`config.mk`:
```
export PLATFORM = sky130hd
export DESIGN_NAME = load_store_unit
export DESIGN_NICKNAME = d
export VERILOG_FILES = /design/src/rtl/load_store_unit.sv
export SDC_FILE = /design/constraint.sdc
export NUM_CORES = 1
export LEC_CHECK = 0
export ABC_AREA = 1
export BUFFER_PORTS_ARGS = -buffer_cell sky130_fd_sc_hd__buf_2
export CAP_MARGIN = 20
export CORE_MARGIN = 2
export CORE_UTILIZATION = 35
export CTS_CLUSTER_DIAMETER = 200
export DETAILED_ROUTE_END_ITERATION = 8
export GPL_TIMING_DRIVEN = 0
export HOLD_SLACK_MARGIN = 0.08
export PLACE_DENSITY = 0.71
export SLEW_MARGIN = 15
export SYNTH_ARGS = -nofsm -noshare
export SYNTH_HDL_FRONTEND = slang
export SYNTH_SLANG_ARGS = --single-unit
```
`constraint.sdc`:
```
create_clock -name clk -period 1.8 [get_ports clk]
set_clock_uncertainty 0.05 [all_clocks]
set_input_delay 0.09 -clock clk [delete_from_list [all_inputs] [get_ports clk]]
set_output_delay 0.09 -clock clk [all_outputs]
set_load 0.03 [all_outputs]
```
`src/rtl/load_store_unit.sv`:
```
// Load/store stage: req/ack access to data memory with store lane alignment and load extension.
// Define LSU_MISALIGN_TRAP_EN to fail misaligned halfword/word accesses instead of truncating the address.
//
// state | meaning
// IDLE  | waiting for start; decodes and latches the access
// REQ   | mem_req held, waiting for mem_ack or timeout
// DONE  | one-cycle done pulse with error status
module load_store_unit #(
   parameter int DATA_WIDTH     = 32,
   parameter int TIMEOUT_CYCLES = 15
) (
   input  logic                  clk,
   input  logic                  rst_n,
   input  logic                  start,
   input  logic                  MemWrite,
   input  logic [2:0]            funct3,
   input  logic [DATA_WIDTH-1:0] ALUResult,
   input  logic [DATA_WIDTH-1:0] WriteData,
   output logic                  busy,
   output logic                  done,
   output logic                  error,
   output logic [DATA_WIDTH-1:0] ReadData,
   output logic                  mem_req,
   output logic                  mem_we,
   output logic [DATA_WIDTH-1:0] mem_addr,
   output logic [DATA_WIDTH-1:0] mem_wdata,
   output logic [3:0]            mem_be,
   input  logic                  mem_ack,
   input  logic [DATA_WIDTH-1:0] mem_rdata
);

   typedef enum logic [1:0] {IDLE, REQ, DONE} state_t;

   localparam logic [15:0] TIMEOUT_TC = TIMEOUT_CYCLES[15:0];

   state_t                 state;
   logic [15:0]            cnt;
   logic [2:0]             f3_q;
   logic [1:0]             lane_q;
   logic                   bad_access;
   logic                   misaligned;
   logic [3:0]             be_c;
   logic [DATA_WIDTH-1:0]  wdata_c;
   logic [7:0]             byte_sel;
   logic [15:0]            half_sel;
   logic [DATA_WIDTH-1:0]  load_ext;

   // Decode of the incoming request, only consumed in IDLE
   always_comb begin
      bad_access = MemWrite ? (funct3 > 3'b010)
                            : (funct3 == 3'b011 || funct3 == 3'b110 || funct3 == 3'b111);
`ifdef LSU_MISALIGN_TRAP_EN
      misaligned = (funct3[1:0] == 2'b01 && ALUResult[0]) ||
                   (funct3[1:0] == 2'b10 && ALUResult[1:0] != 2'b00);
`else
      misaligned = 1'b0;
`endif
      be_c    = 4'b0000;
      wdata_c = WriteData;
      case (funct3[1:0])
         2'b00: begin
            wdata_c = {4{WriteData[7:0]}};
            be_c    = 4'b0001 << ALUResult[1:0];
         end
         2'b01: begin
            wdata_c = {2{WriteData[15:0]}};
            be_c    = ALUResult[1] ? 4'b1100 : 4'b0011;
         end
         default: begin
            wdata_c = WriteData;
            be_c    = 4'b1111;
         end
      endcase
      if (!MemWrite)
         be_c = 4'b0000;
   end

   always_comb begin
      byte_sel = mem_rdata[7:0];
      case (lane_q)
         2'd1:    byte_sel = mem_rdata[15:8];
         2'd2:    byte_sel = mem_rdata[23:16];
         2'd3:    byte_sel = mem_rdata[31:24];
         default: byte_sel = mem_rdata[7:0];
      endcase
      half_sel = lane_q[1] ? mem_rdata[31:16] : mem_rdata[15:0];
      case (f3_q)
         3'b000:  load_ext = {{24{byte_sel[7]}}, byte_sel};
         3'b100:  load_ext = {24'h0, byte_sel};
         3'b001:  load_ext = {{16{half_sel[15]}}, half_sel};
         3'b101:  load_ext = {16'h0, half_sel};
         default: load_ext = mem_rdata;
      endcase
   end

   always_ff @(posedge clk or negedge rst_n) begin
      if (!rst_n) begin
         state     <= IDLE;
         cnt       <= '0;
         f3_q      <= '0;
         lane_q    <= '0;
         busy      <= 1'b0;
         done      <= 1'b0;
         error     <= 1'b0;
         ReadData  <= '0;
         mem_req   <= 1'b0;
         mem_we    <= 1'b0;
         mem_addr  <= '0;
         mem_wdata <= '0;
         mem_be    <= '0;
      end else begin
         done <= 1'b0;
         case (state)
            IDLE: begin
               if (start) begin
                  f3_q      <= funct3;
                  lane_q    <= ALUResult[1:0];
                  mem_we    <= MemWrite;
                  mem_addr  <= {ALUResult[DATA_WIDTH-1:2], 2'b00};
                  mem_wdata <= wdata_c;
                  mem_be    <= be_c;
                  busy      <= 1'b1;
                  cnt       <= '0;
                  if (bad_access || misaligned) begin
                     state <= DONE;
                     done  <= 1'b1;
                     error <= 1'b1;
                  end else begin
                     state   <= REQ;
                     mem_req <= 1'b1;
                     error   <= 1'b0;
                  end
               end
            end
            REQ: begin
               // Ack takes priority over a timeout landing on the same cycle
               if (mem_ack) begin
                  if (!mem_we)
                     ReadData <= load_ext;
                  state   <= DONE;
                  done    <= 1'b1;
                  error   <= 1'b0;
                  mem_req <= 1'b0;
                  cnt     <= '0;
               end else if (TIMEOUT_CYCLES != 0 && cnt + 16'd1 == TIMEOUT_TC) begin
                  state   <= DONE;
                  done    <= 1'b1;
                  error   <= 1'b1;
                  mem_req <= 1'b0;
                  cnt     <= '0;
               end else begin
                  cnt <= cnt + 16'd1;
               end
            end
            DONE: begin
               state <= IDLE;
               busy  <= 1'b0;
               error <= 1'b0;
               cnt   <= '0;
            end
            default: begin
               state   <= IDLE;
               busy    <= 1'b0;
               mem_req <= 1'b0;
            end
         endcase
      end
   end

endmodule
```
### Yosys cells after proc, flatten, opt, wreduce, memory -nomap -nowiden

Index checks and enable logic that the tools add are counted.

| storage, ports and cells | value |
|---|---|
| output and inout bits | 105 |
| register bits | 126 |

| operators by class | value |
|---|---|
| reduce and logical (&&, ||, !) cells | 13 |
| order comparisons | 1 |
| $add $sub $neg | 1 |
| equality and inequality tests | 16 |
| mux-type cells | 33 |
| bitwise gates (word level) | 3 |
| shift-type cells | 1 |

Operators by type and width:

| kind | count |
|---|---|
| $pmux 32 s4 | 1 |
| $mux 16 | 4 |
| $pmux 32 s2 | 1 |
| $pmux 16 s3 | 1 |
| $pmux 8 s3 | 1 |
| $add 16x1->16 const B | 1 |
| $eq 16x4->1 const B | 1 |
| $mux 1 | 13 |
| $eq 3x3->1 const B | 4 |
| $mux 2 | 4 |
| $mux 4 | 2 |
| $pmux 4 s2 | 1 |
| $reduce_and 2->1 | 4 |
| $eq 2x1->1 const B | 3 |
| $eq 2x2->1 const B | 3 |
| $pmux 1 s3 | 2 |
| $reduce_and 3->1 | 2 |
| $logic_not 2->1 | 2 |
| $ne 2x2->1 const B | 2 |
| $pmux 1 s2 | 2 |
| $pmux 2 s2 | 1 |
| $reduce_and 4->1 | 1 |
| $shl 1x2->4 const A | 1 |
| $eq 3x1->1 const B | 1 |
| other kinds (7) | 10 |

### Logic depth before layout (Yosys ltp)

Gate-level depths: netlist of the first run.

| depth | value |
|---|---|
| word-level depth | 7 |
| gate-level depth with buffers | 15 |
| depth with buffers taken out | 14 |

### Least setup slack after synthesis of the first run

OpenSTA, ideal clock, no wires.

| timing path | value |
|---|---|
| kind | reg2reg |
| from | register state[1] |
| to | register ReadData[17] |
| cell stages (with the launch flop) | 9 |
| path slack | -0.062 ns |
| data arrival time | 1.693 ns |
| path buffers | 1 |
| clock period less this slack | 1.862 ns |
| path through | dfrtp_1 -> inv_1 -> ha_1 -> inv_1 -> nor3_1 -> clkbuf_1 -> nand2_1 -> o22ai_1 -> inv_1 |

| between the ends | value |
|---|---|
| word-level cells in the longest chain between the ends | 2 |

RTL lines:

| element | line | source |
|---|---|---|
| from (decl) | 36 | `state_t state;` |
| from (signal assigned) | 98 | `state <= IDLE;` |
| from (signal assigned) | 125 | `state <= DONE;` |
| from (signal assigned) | 129 | `state <= REQ;` |
| $eq 2x1->1 | 113 | `case (state)` |
| $reduce_and 3->1 (no source line) | n/a |  |
| to (signal assigned) | 139 | `ReadData <= load_ext;` |
| to (decl) | 22 | `output logic [DATA_WIDTH-1:0] ReadData,` |

Every way passes these cells.
A chain may end at the register's enable or synchronous reset.

### Worst setup path in the final report of the first run

| timing path | value |
|---|---|
| from | register cnt[1] |
| to | register state[1] |

| between the ends | value |
|---|---|
| word-level cells in the longest chain between the ends | 4 |

RTL lines:

| element | line | source |
|---|---|---|
| from (decl) | 37 | `logic [15:0] cnt;` |
| from (signal assigned) | 152 | `cnt <= cnt + 16'd1;` |
| $add 16x1->16 | 145 | `end else if (TIMEOUT_CYCLES != 0 && cnt + 16'd1 == TIMEOUT_TC) begin` |
| $eq 16x4->1 | 145 |  |
| $ne 3x3->1 (no source line) | n/a |  |
| $reduce_and 2->1 (no source line) | n/a |  |
| to (signal assigned) | 140 | `state <= DONE;` |
| to (signal assigned) | 146 | `state <= DONE;` |
| to (signal assigned) | 156 | `state <= IDLE;` |

Every way passes these cells.

==> flow_summary.yaml, run 1 <==
clock_network:
  cts_max_level: 4
  clock_latency_ns: 0.41
  numClockSinks: 126
  clkSlewWorstSetupHoldPaths_ns: 0.06
  cts_buffer_depth: 2
  cts-root-buf: "clkbuf_16"
  cts_tree: "done"
  cts_buffers: 17
power:
  seqPwrFrac_pct: 29.9
  p_comb_share_pct: 47.2
  pwr_density_cell_nw_per_um2: 1691
  clock_power_share_pct: 23.0
  internal-power_mw: 8.729
  leakage_nw: 4.774
  ir_worst_vdd_mv: 1.061
  p_sw_share_pct: 45.87
  switchingPower_mw: 7.396
status:
  violations: "setup timing"
  status: "finished with violations"
drt:
  detail-route-antenna-nets: 0
  wl_um: 21310
  num_vias: 6813
  drt-initial-drc-count: 413
  via_per_inst: 4.991
  routedWlPerCell_um: 15.61
  drc: 0
  first_pass_iters: 6
layout:
  drive_gt1_share_pct: 30.35
  layout_common_cells: "nand2_1, buf_2, dfrtp_1, dlygate4sd3_1, inv_1"
  fin_nets: 1238
  diodes: 0
  final_common_cell: "nand2_1"
  final_cells: 1365
  syn_to_final_growth_pct: 57.61
sta:
  drv_slew: 0
  period_share_pct: 113.6
  setup_tns_ns: -3.326
  worst_pin_slew_ns: 0.6729
  worst_slack_ns: -0.2443
  fmax_ghz: 0.4892
  setup_viol: 20
  hold_viol: 0
  maxSlewHeadroom_pct: 55.14
  min_period_ns: 2.044
  rsz0062_at_grt: "true"
floorplan:
  die_h_um: 135.5
  core_area_um2: 17120
  ios: 209
  initial_core_util_pct: 35.34
  die_x_um: 135.5
  dieArea_um2: 18350
  rows: 48
setup_path:
  critPathKind: "flip-flop to flip-flop"
  crit_required_ns: 2.05
  arrival_ns: 2.30
  path_max_fanout: 5
  cp-end-kind: "flip-flop"
  start_kind: "flip-flop"
grt:
  antenna_found_initial: 0
  grt_overflow_total: 0
  grt_busiest_layer: "met2"
  use_met2_pct: 38.66
  grt_max_degree: 72
  grt_pass1_vias: 6691
  met1_usage_pct: 27.86
  grt_pass1_wl_um: 32930
  grt_usage_pct: 22.81
  use_met3_pct: 5.761
place:
  post-dp-hpwl_um: 13980
  place_inst: 1214
  io_buffers: 206
  gp_congestion: 0.8692
min_path:
  worstHoldPathType: "input port to flip-flop"
logic_synthesis:
  syn_inst: 781
  ys_ff_latch: 126
  ys_warn_count: 0
  yosysUniqueCellTypes: 32
  synth.avg_cell_area_um2: 7.744
  yosysSeqAreaShare_pct: 52.13
  netlist_area_um2: 6048
flow_run:
  max_cap_viol_count: 0
path summary, 6_finish.rpt:
kind | startpoint | end | slack (ns) | depth (start not counted)
max | cnt[1]$_DFFE_PN0P_ | state[1]$_DFFE_PN0P_ | -0.24 | 15
min | mem_rdata[22] | ReadData[22]$_DFFE_PN0P_ | 0.08 | 5
max reg2reg | cnt[1]$_DFFE_PN0P_ | state[1]$_DFFE_PN0P_ | -0.24 | 15
min reg2reg | mem_req$_DFFE_PN0P_ | mem_req$_DFFE_PN0P_ | 0.42 | 2
max in group asynchronous | rst_n | ReadData[30]$_DFFE_PN0P_ | 0.75 | 3
min in group asynchronous | rst_n | mem_addr[19]$_DFFE_PN0P_ | 0.22 | 2
synthesized netlist by cell type (all sizes together):
cell,n,area [µm²]
a211oi,1,7.510
a21oi,45,225.2
a221oi,3,26.28
a31oi,7,43.79
buf,13,70.07
clkbuf,25,93.84
clkinv,2,7.510
conb,1,3.750
dfrtp,126,3153
ha,6,75.07
inv,62,232.7
nand2,298,1119
nand3,30,150.1
nand4,8,50.05
nor2,55,224.0
nor3,3,15.01
o2111ai,2,17.52
o211ai,2,15.01
o21ai,56,280.3
o21bai,1,7.510
o221ai,1,8.760
o22ai,28,175.2
o41ai,2,17.52
or2,2,12.51
xor2,2,17.52
logic make-up (layout without fill, tap and decap cells):
family          count (synthesis)  count (layout)  share of synthesized area (%)
simple gates                  396             396                          25.96
compound gates                148             148                          13.63
flops                         126             126                          52.13
buf+inv                       102             460                          6.682
fa+ha+maj                       6               6                          1.241
xor+xnor                        2               2                         0.2897
other cells                     1               2                        0.06200
registers in the layout, summed over array words and instances, names as in the netlist, 2 cells and up:
| name | flops |
|---|---|
| state | 2 |
| mem_wdata | 32 |
| lane_q | 2 |
| f3_q | 3 |
| mem_addr | 30 |
| mem_be | 4 |
| ReadData | 32 |
| cnt | 16 |
critical path: stages (launching register included):
cell and delay [ns]:
dfrtp_2 0.42, ha_4 0.19, nand2_4 0.07, nor2_4 0.15, nand2_1 0.09, nand2_1 0.06
nand3_1 0.10, nor2_2 0.10, nand2_1 0.09, nor2_4 0.12, nand2_2 0.09, nand2_4 0.11
buf_6 0.13, nand2_2 0.05, nand2_1 0.05, nand2_1 0.05
what timing repair did:
item                                    4_1_cts  5_1_grt
hold buffers                                103        0
resized for setup                            50       68
endpoints found under the setup margin      124      124
endpoints found under the hold margin       173        0
cloned                                        1        2
pin swaps                                     9       12
buffers inserted                              7        7
metrics by stage:
stage          util [%]  area, µm²  hold WS (ns)  power, mW  setup slack, ns
3_5_place_dp      43.44       7436        0.1008      11.72          -0.5303
3_3_place_gp      43.25       7402        0.2346      11.59           -1.185
5_1_grt           55.69       9533        0.1485      17.06          -0.3832
4_1_cts           54.23       9283       0.08643      15.83          -0.1938
2_1_floorplan         -       6090       -0.2556      9.405         -0.03235
6_report          55.69       9533       0.08130      16.12          -0.2443
layer usage:
layer  wire length [µm]  vias to the layer above
li1                   -                     3227
met1               8738                     3223
met2              10520                      305
met3               1433                       58
met4                620                        0
met5                  0                        -
power by group through the flow:
stage,clock (mW),sequential (mW),combinational [mW]
6_report,3.71,4.81,7.60
5_1_grt,3.91,4.94,8.21
4_1_cts,3.77,4.78,7.29
3_5_place_dp,0,4.77,6.95
3_3_place_gp,0,4.76,6.82
2_1_floorplan,0,6.98,2.43
layout make-up:
class	count	area, µm²
plain buffers	38	227.7
clock buffers	18	439.2
clock inverters	13	188.9
fillers	1520	7584
inverters	64	246.5
multi-input cells	554	2744
flip-flops and latches	126	3158
well taps	225	281.5
repair buffers	327	2247
Power figures use the tool's default switching activity.
==> run 2, diff against run 1 <==
CTS_CLUSTER_SIZE = 28   (was default)
SKIP_CTS_REPAIR_TIMING = 1   (was default)
==> run 2 against run 1 <==
Against the previous run:
- flip-flop and latch count did not move
- non-clock buffer count fell by 13
- critical path type unchanged
- cell count down 0.95%
- the flow still finishes with violations (setup timing)
==> flow_summary.yaml, run 2 (synthesis gave the netlist of run 1 again) <==
drt:
  detail-route-antenna-nets: 0
  wl_um: 20920
  drc: 0
  first_pass_iters: 5
  drt-initial-drc-count: 515
  routedWlPerCell_um: 15.47
  via_per_inst: 5.000
  num_vias: 6760
layout:
  fin_util_pct: 54.44
  multi_input_area_um2: 2649
  diodes: 0
  fill_cells: 1548
  final_common_cell: "nand2_1"
  reg_top3: "ReadData: 32 flops, mem_wdata: 32 flops, mem_addr: 30 flops"
  fin_nets: 1225
  layout_common_cells: "nand2_1, buf_2, dfrtp_1, dlygate4sd3_1, inv_1"
  seq_area_um2: 3159
  drive_gt1_share_pct: 28.93
  syn_to_final_growth_pct: 54.08
floorplan:
  core_area_um2: 17120
  ios: 209
  rows: 48
  die_x_um: 135.5
  initial_core_util_pct: 35.34
  die_h_um: 135.5
  dieArea_um2: 18350
setup_path:
  start_kind: "flip-flop"
  rr_worst_depth: 13
  cp-end-kind: "flip-flop"
  crit_required_ns: 2.03
  critPathKind: "flip-flop to flip-flop"
  path_max_fanout: 7
  arrival_ns: 2.36
  reg2reg_to: "cnt[13]$_DFFE_PN0P_"
  r2r-start: "cnt[1]$_DFFE_PN0P_"
  rrSetupSlack_ns: -0.33
power:
  leakage_nw: 4.694
  pwr_density_cell_nw_per_um2: 1723
  ir_worst_vdd_mv: 1.027
  design_power_total_mw: 16.05
clock_network:
  cts_tree: "done"
  cts_max_level: 4
  cts_buffers: 17
  cts_buffer_depth: 2
  clock_latency_ns: 0.41
  cts-root-buf: "clkbuf_16"
  clkSlewWorstSetupHoldPaths_ns: 0.06
  numClockSinks: 126
place:
  io_buffers: 206
  post-dp-hpwl_um: 13980
  gp_congestion: 0.8692
grt:
  grt_overflow_total: 0
  grt_max_degree: 72
  antenna_found_initial: 0
  grt_pass1_wl_um: 29680
  grt_usage_pct: 20.67
  grt_pass1_vias: 5973
sta:
  worst_pin_slew_ns: 0.6748
  worst_slack_ns: -0.3253
  rsz0062_at_grt: "true"
  setup_viol: 18
  fmax_ghz: 0.4705
  min_period_ns: 2.125
  drv_slew: 0
  period_share_pct: 118.1
  maxSlewHeadroom_pct: 55.01
  hold_viol: 0
min_path:
  min_to: "ReadData[26]$_DFFE_PN0P_"
  worstHoldPathType: "input port to flip-flop"
  min_path_cells: 5
  hp-start: "mem_rdata[26]"
status:
  status: "finished with violations"
  violations: "setup timing"
flow_run:
  max_cap_viol_count: 0
[run 2: changes by cell type in the layout (fill, tap and decap cells not counted), sizes merged]
cell	previous run	this run
clkinv	7	6
buf	240	233
clkbuf	40	42
clkinvlp	2	3
dlygate4sd3	103	95
[run 2: area by class of cell]
class	instances	area share, %
Timing Repair Buffer	316	22.95
Clock buffer	18	4.713
Multi-Input combinational cell	554	28.42
Buffer	36	2.323
Sequential cell	126	33.90
Inverter	64	2.645
Clock inverter	13	2.027
Tap cell	225	3.021
[run 2: power breakdown]
part	internal (mW)	leakage (nW)	total [mW]	switching, mW
Combinational	2.31	2.84	7.54	5.23
Sequential	4.05	1.55	4.81	0.756
Clock	2.36	0.303	3.70	1.35
[run 2: metal layers]
| metal | routed length (µm) | track usage (%) | vias up |
|---|---|---|---|
| met3 | 1536 | 6.173 | 34 |
| met1 | 8569 | 26.28 | 3185 |
| met5 | 0 | 0 | - |
| met2 | 10390 | 34.01 | 336 |
| li1 | - | - | 3205 |
| met4 | 425 | 6.481 | 0 |
[run 2: how the worst max path moves through the flow]
stage,startpoint,end,slack (ns),cells past startpoint
after global routing,cnt[2]$_DFFE_PN0P_,cnt[13]$_DFFE_PN0P_,-0.45,13
after detailed placement,state[1]$_DFFE_PN0P_,ReadData[31]$_DFFE_PN0P_,-0.53,8
after global placement,rst_n,ReadData[30]$_DFFE_PN0P_,-1.18,1
after floorplan,cnt[1]$_DFFE_PN0P_,mem_req$_DFFE_PN0P_,-0.03,15
final,cnt[1]$_DFFE_PN0P_,cnt[13]$_DFFE_PN0P_,-0.33,13
after CTS,state[1]$_DFFE_PN0P_,ReadData[31]$_DFFE_PN0P_,-0.54,8
[run 2: metrics by stage]
step	TNS (ns)	setup slack, ns	hold slack [ns]	std cells	instance area, µm²
after global routing	-7.728	-0.4548	0.08792	1352	9319
after global placement	-181.62	-1.185	0.2346	1213	7402
final	-4.499	-0.3253	0.05590	1352	9319
after detailed placement	-37.37	-0.5303	0.1008	1214	7436
after floorplan	-0.2894	-0.03235	-0.2556	782	6090
after CTS	-39.76	-0.5432	-0.3439	1245	8064
[run 2: critical path, stage by stage (launching register included)]
cell and delay, ns:
dfrtp_2 0.43, nand2_1 0.11, nor2_4 0.23, nand3_2 0.12, nand2_1 0.08, nand2_1 0.08, nor2_2 0.12, nand2_1 0.08
nor2_2 0.16, nand2_1 0.11, nand2_2 0.12, buf_4 0.13, buf_4 0.13, o22ai_1 0.07
==> run 3, diff against run 2 <==
--- a/config.mk
+++ b/config.mk
@@ -9,5 +9,5 @@
 export BUFFER_PORTS_ARGS = -buffer_cell sky130_fd_sc_hd__buf_2
 export CAP_MARGIN = 20
-export CORE_MARGIN = 2
+export CORE_MARGIN = 10
 export CORE_UTILIZATION = 35
 export CTS_CLUSTER_DIAMETER = 200
==> constraint.sdc (replaced) <==
create_clock -name clk -period 1.8 [get_ports clk]
set_clock_uncertainty 0.05 [all_clocks]
set_input_delay 0.36 -clock clk [delete_from_list [all_inputs] [get_ports clk]]
set_output_delay 0.36 -clock clk [all_outputs]
set_load 0.03 [all_outputs]
==> run 3 against run 2 <==
Against the previous run:
- the run still ends with setup timing left
- count of clock-buffer cells in the layout is 1 higher
- total power grew 1.6%
- global-route usage fell by 3.1 points
- clock power grew 1%
- highest routed layer is now met5
==> flow_summary.yaml, run 3 (synthesis gave the netlist of run 1 again) <==
clock_network:
  clkSlewWorstSetupHoldPaths_ns: 0.06
  cts_max_level: 4
  cts_buffer_depth: 2
  numClockSinks: 126
  clock_latency_ns: 0.42
  cts_tree: "done"
  cts_buffers: 17
  cts-root-buf: "clkbuf_16"
power:
  ir_worst_vdd_mv: 0.9591
  pwr_density_cell_nw_per_um2: 1880
  leakage_nw: 4.446
grt:
  grt_pass1_wl_um: 31620
  grt_max_degree: 78
  antenna_found_initial: 1
  grt_overflow_total: 0
  grt_pass1_vias: 6007
  grt_usage_pct: 17.57
setup_path:
  critPathLaunch: "cnt[0]$_DFFE_PN0P_"
  crit_end: "mem_req$_DFFE_PN0P_"
  rrSetupSlack_ns: -0.22
  start_kind: "flip-flop"
  r2r-start: "cnt[0]$_DFFE_PN0P_"
  critPathBufInv: 1
  path_cells: "ha_4 -> nand2_4 -> nor2_4 -> nand3_1 -> xor2_2 -> nand2_1 -> nor2_2 -> nand2_1 -> nand2_2 -> buf_6 -> nand3_2 -> nand2_1 -> nand2_1"
  crit_required_ns: 2.06
  arrival_ns: 2.28
  rr_worst_depth: 13
  critPathKind: "flip-flop to flip-flop"
  critPathSlowestCell: "dfrtp_1"
  reg2reg_to: "mem_req$_DFFE_PN0P_"
  crit_path_max_incr_delay_ns: 0.42
  cp-end-kind: "flip-flop"
  crit_family: "simple AND/OR/NAND/NOR gates"
  path_max_fanout: 5
  worst-path-stages: 13
  cpMostUsedCell: "nand2_1"
place:
  post-dp-hpwl_um: 15620
  io_buffers: 206
  dpl_cell_area_um2: 7436
  gp_congestion: 0.8711
layout:
  drive_gt1_share_pct: 33.56
  diodes: 0
  final_cell_area_um2: 8676
  fill_cells: 1621
  syn_to_final_growth_pct: 43.44
  layout_common_cells: "nand2_1, buf_2, dfrtp_1, inv_1, o21ai_0"
  reg_top3: "ReadData: 32 flops, mem_wdata: 32 flops, mem_addr: 30 flops"
  fin_nets: 1149
  final_common_cell: "nand2_1"
sta:
  setup_viol: 23
  worst_pin_slew_ns: 0.5338
  period_share_pct: 112.2
  hold_viol: 0
  min_period_ns: 2.019
  maxSlewHeadroom_pct: 64.42
  fmax_ghz: 0.4953
  rsz0062_at_grt: "true"
  drv_slew: 0
  worst_slack_ns: -0.2191
  setup_tns_ns: -3.609
floorplan:
  ios: 209
  rows: 48
  die_x_um: 151.5
  core_area_um2: 17120
  die_h_um: 151.5
  initial_core_util_pct: 35.34
  dieArea_um2: 22940
drt:
  detail-route-antenna-nets: 0
  drc: 0
  wl_um: 21100
  routedWlPerCell_um: 16.52
  num_vias: 6220
  via_per_inst: 4.871
  drt-initial-drc-count: 383
  first_pass_iters: 5
status:
  violations: "setup timing"
  status: "finished with violations"
flow_run:
  max_cap_viol_count: 0
min_path:
  worstHoldPathType: "input port to flip-flop"
run 3: routing by layer:
layer,global-route usage [%],wire length [µm],part of all wire [%]
met5,0,13,0.062
met3,7.663,1952,9.3
met4,4.524,194,0.92
met1,21.17,8622,41
met2,28.17,10320,49
run 3: through the flow:
stage	setup WS, ns	power, mW	hold slack [ns]	utilization (%)	std cells
after floorplan	-0.03235	9.405	0.01441	-	782
after detailed placement	-0.6012	11.84	0.2877	43.44	1214
after global routing	-0.3866	17.36	0.07907	50.69	1277
final	-0.2191	16.31	0.07743	50.69	1277
after CTS	-0.6119	15.66	-0.1725	47.18	1246
after global placement	-1.418	11.71	0.4059	43.25	1213
run 3: how the worst min path moves through the flow:
stage | from | end | cells past startpoint
6_report | ALUResult[12] | mem_addr[12]$_DFFE_PN0P_ | 3
5_1_grt | ALUResult[28] | mem_addr[28]$_DFFE_PN0P_ | 3
4_1_cts | rst_n | mem_wdata[23]$_DFFE_PN0P_ | 1
3_5_place_dp | rst_n | mem_wdata[23]$_DFFE_PN0P_ | 1
3_3_place_gp | mem_req$_DFFE_PN0P_ | mem_req$_DFFE_PN0P_ | 2
2_1_floorplan | rst_n | ReadData[0]$_DFFE_PN0P_ | 0
run 3: report_power, final:
part           internal, mW  leakage, nW  switching (mW)  total, mW
logic                  2.44         2.58            5.32       7.76
registers              4.06         1.55           0.753       4.81
clock network          2.40        0.314            1.34       3.74
total                  8.89         4.45            7.42       16.3
run 3: cell type report:
class / instances / area (µm²) / area share (%)
Clock inverter: 13 / 186.4 / 2.149
Clock buffer: 19 / 452.9 / 5.221
Multi-Input combinational cell: 554 / 2763 / 31.84
Sequential cell: 126 / 3157 / 36.39
Tap cell: 225 / 281.5 / 3.245
Timing Repair Buffer: 238 / 1361 / 15.69
Buffer: 38 / 225.2 / 2.596
Inverter: 64 / 249.0 / 2.870
run 3: worst min-delay path, delay by kind of cell:
| kind | cells | cell delay, ns |
|---|---|---|
| buffers and inverters | 1 | 0.07 |
| and+or+nand+nor | 2 | 0.08 |
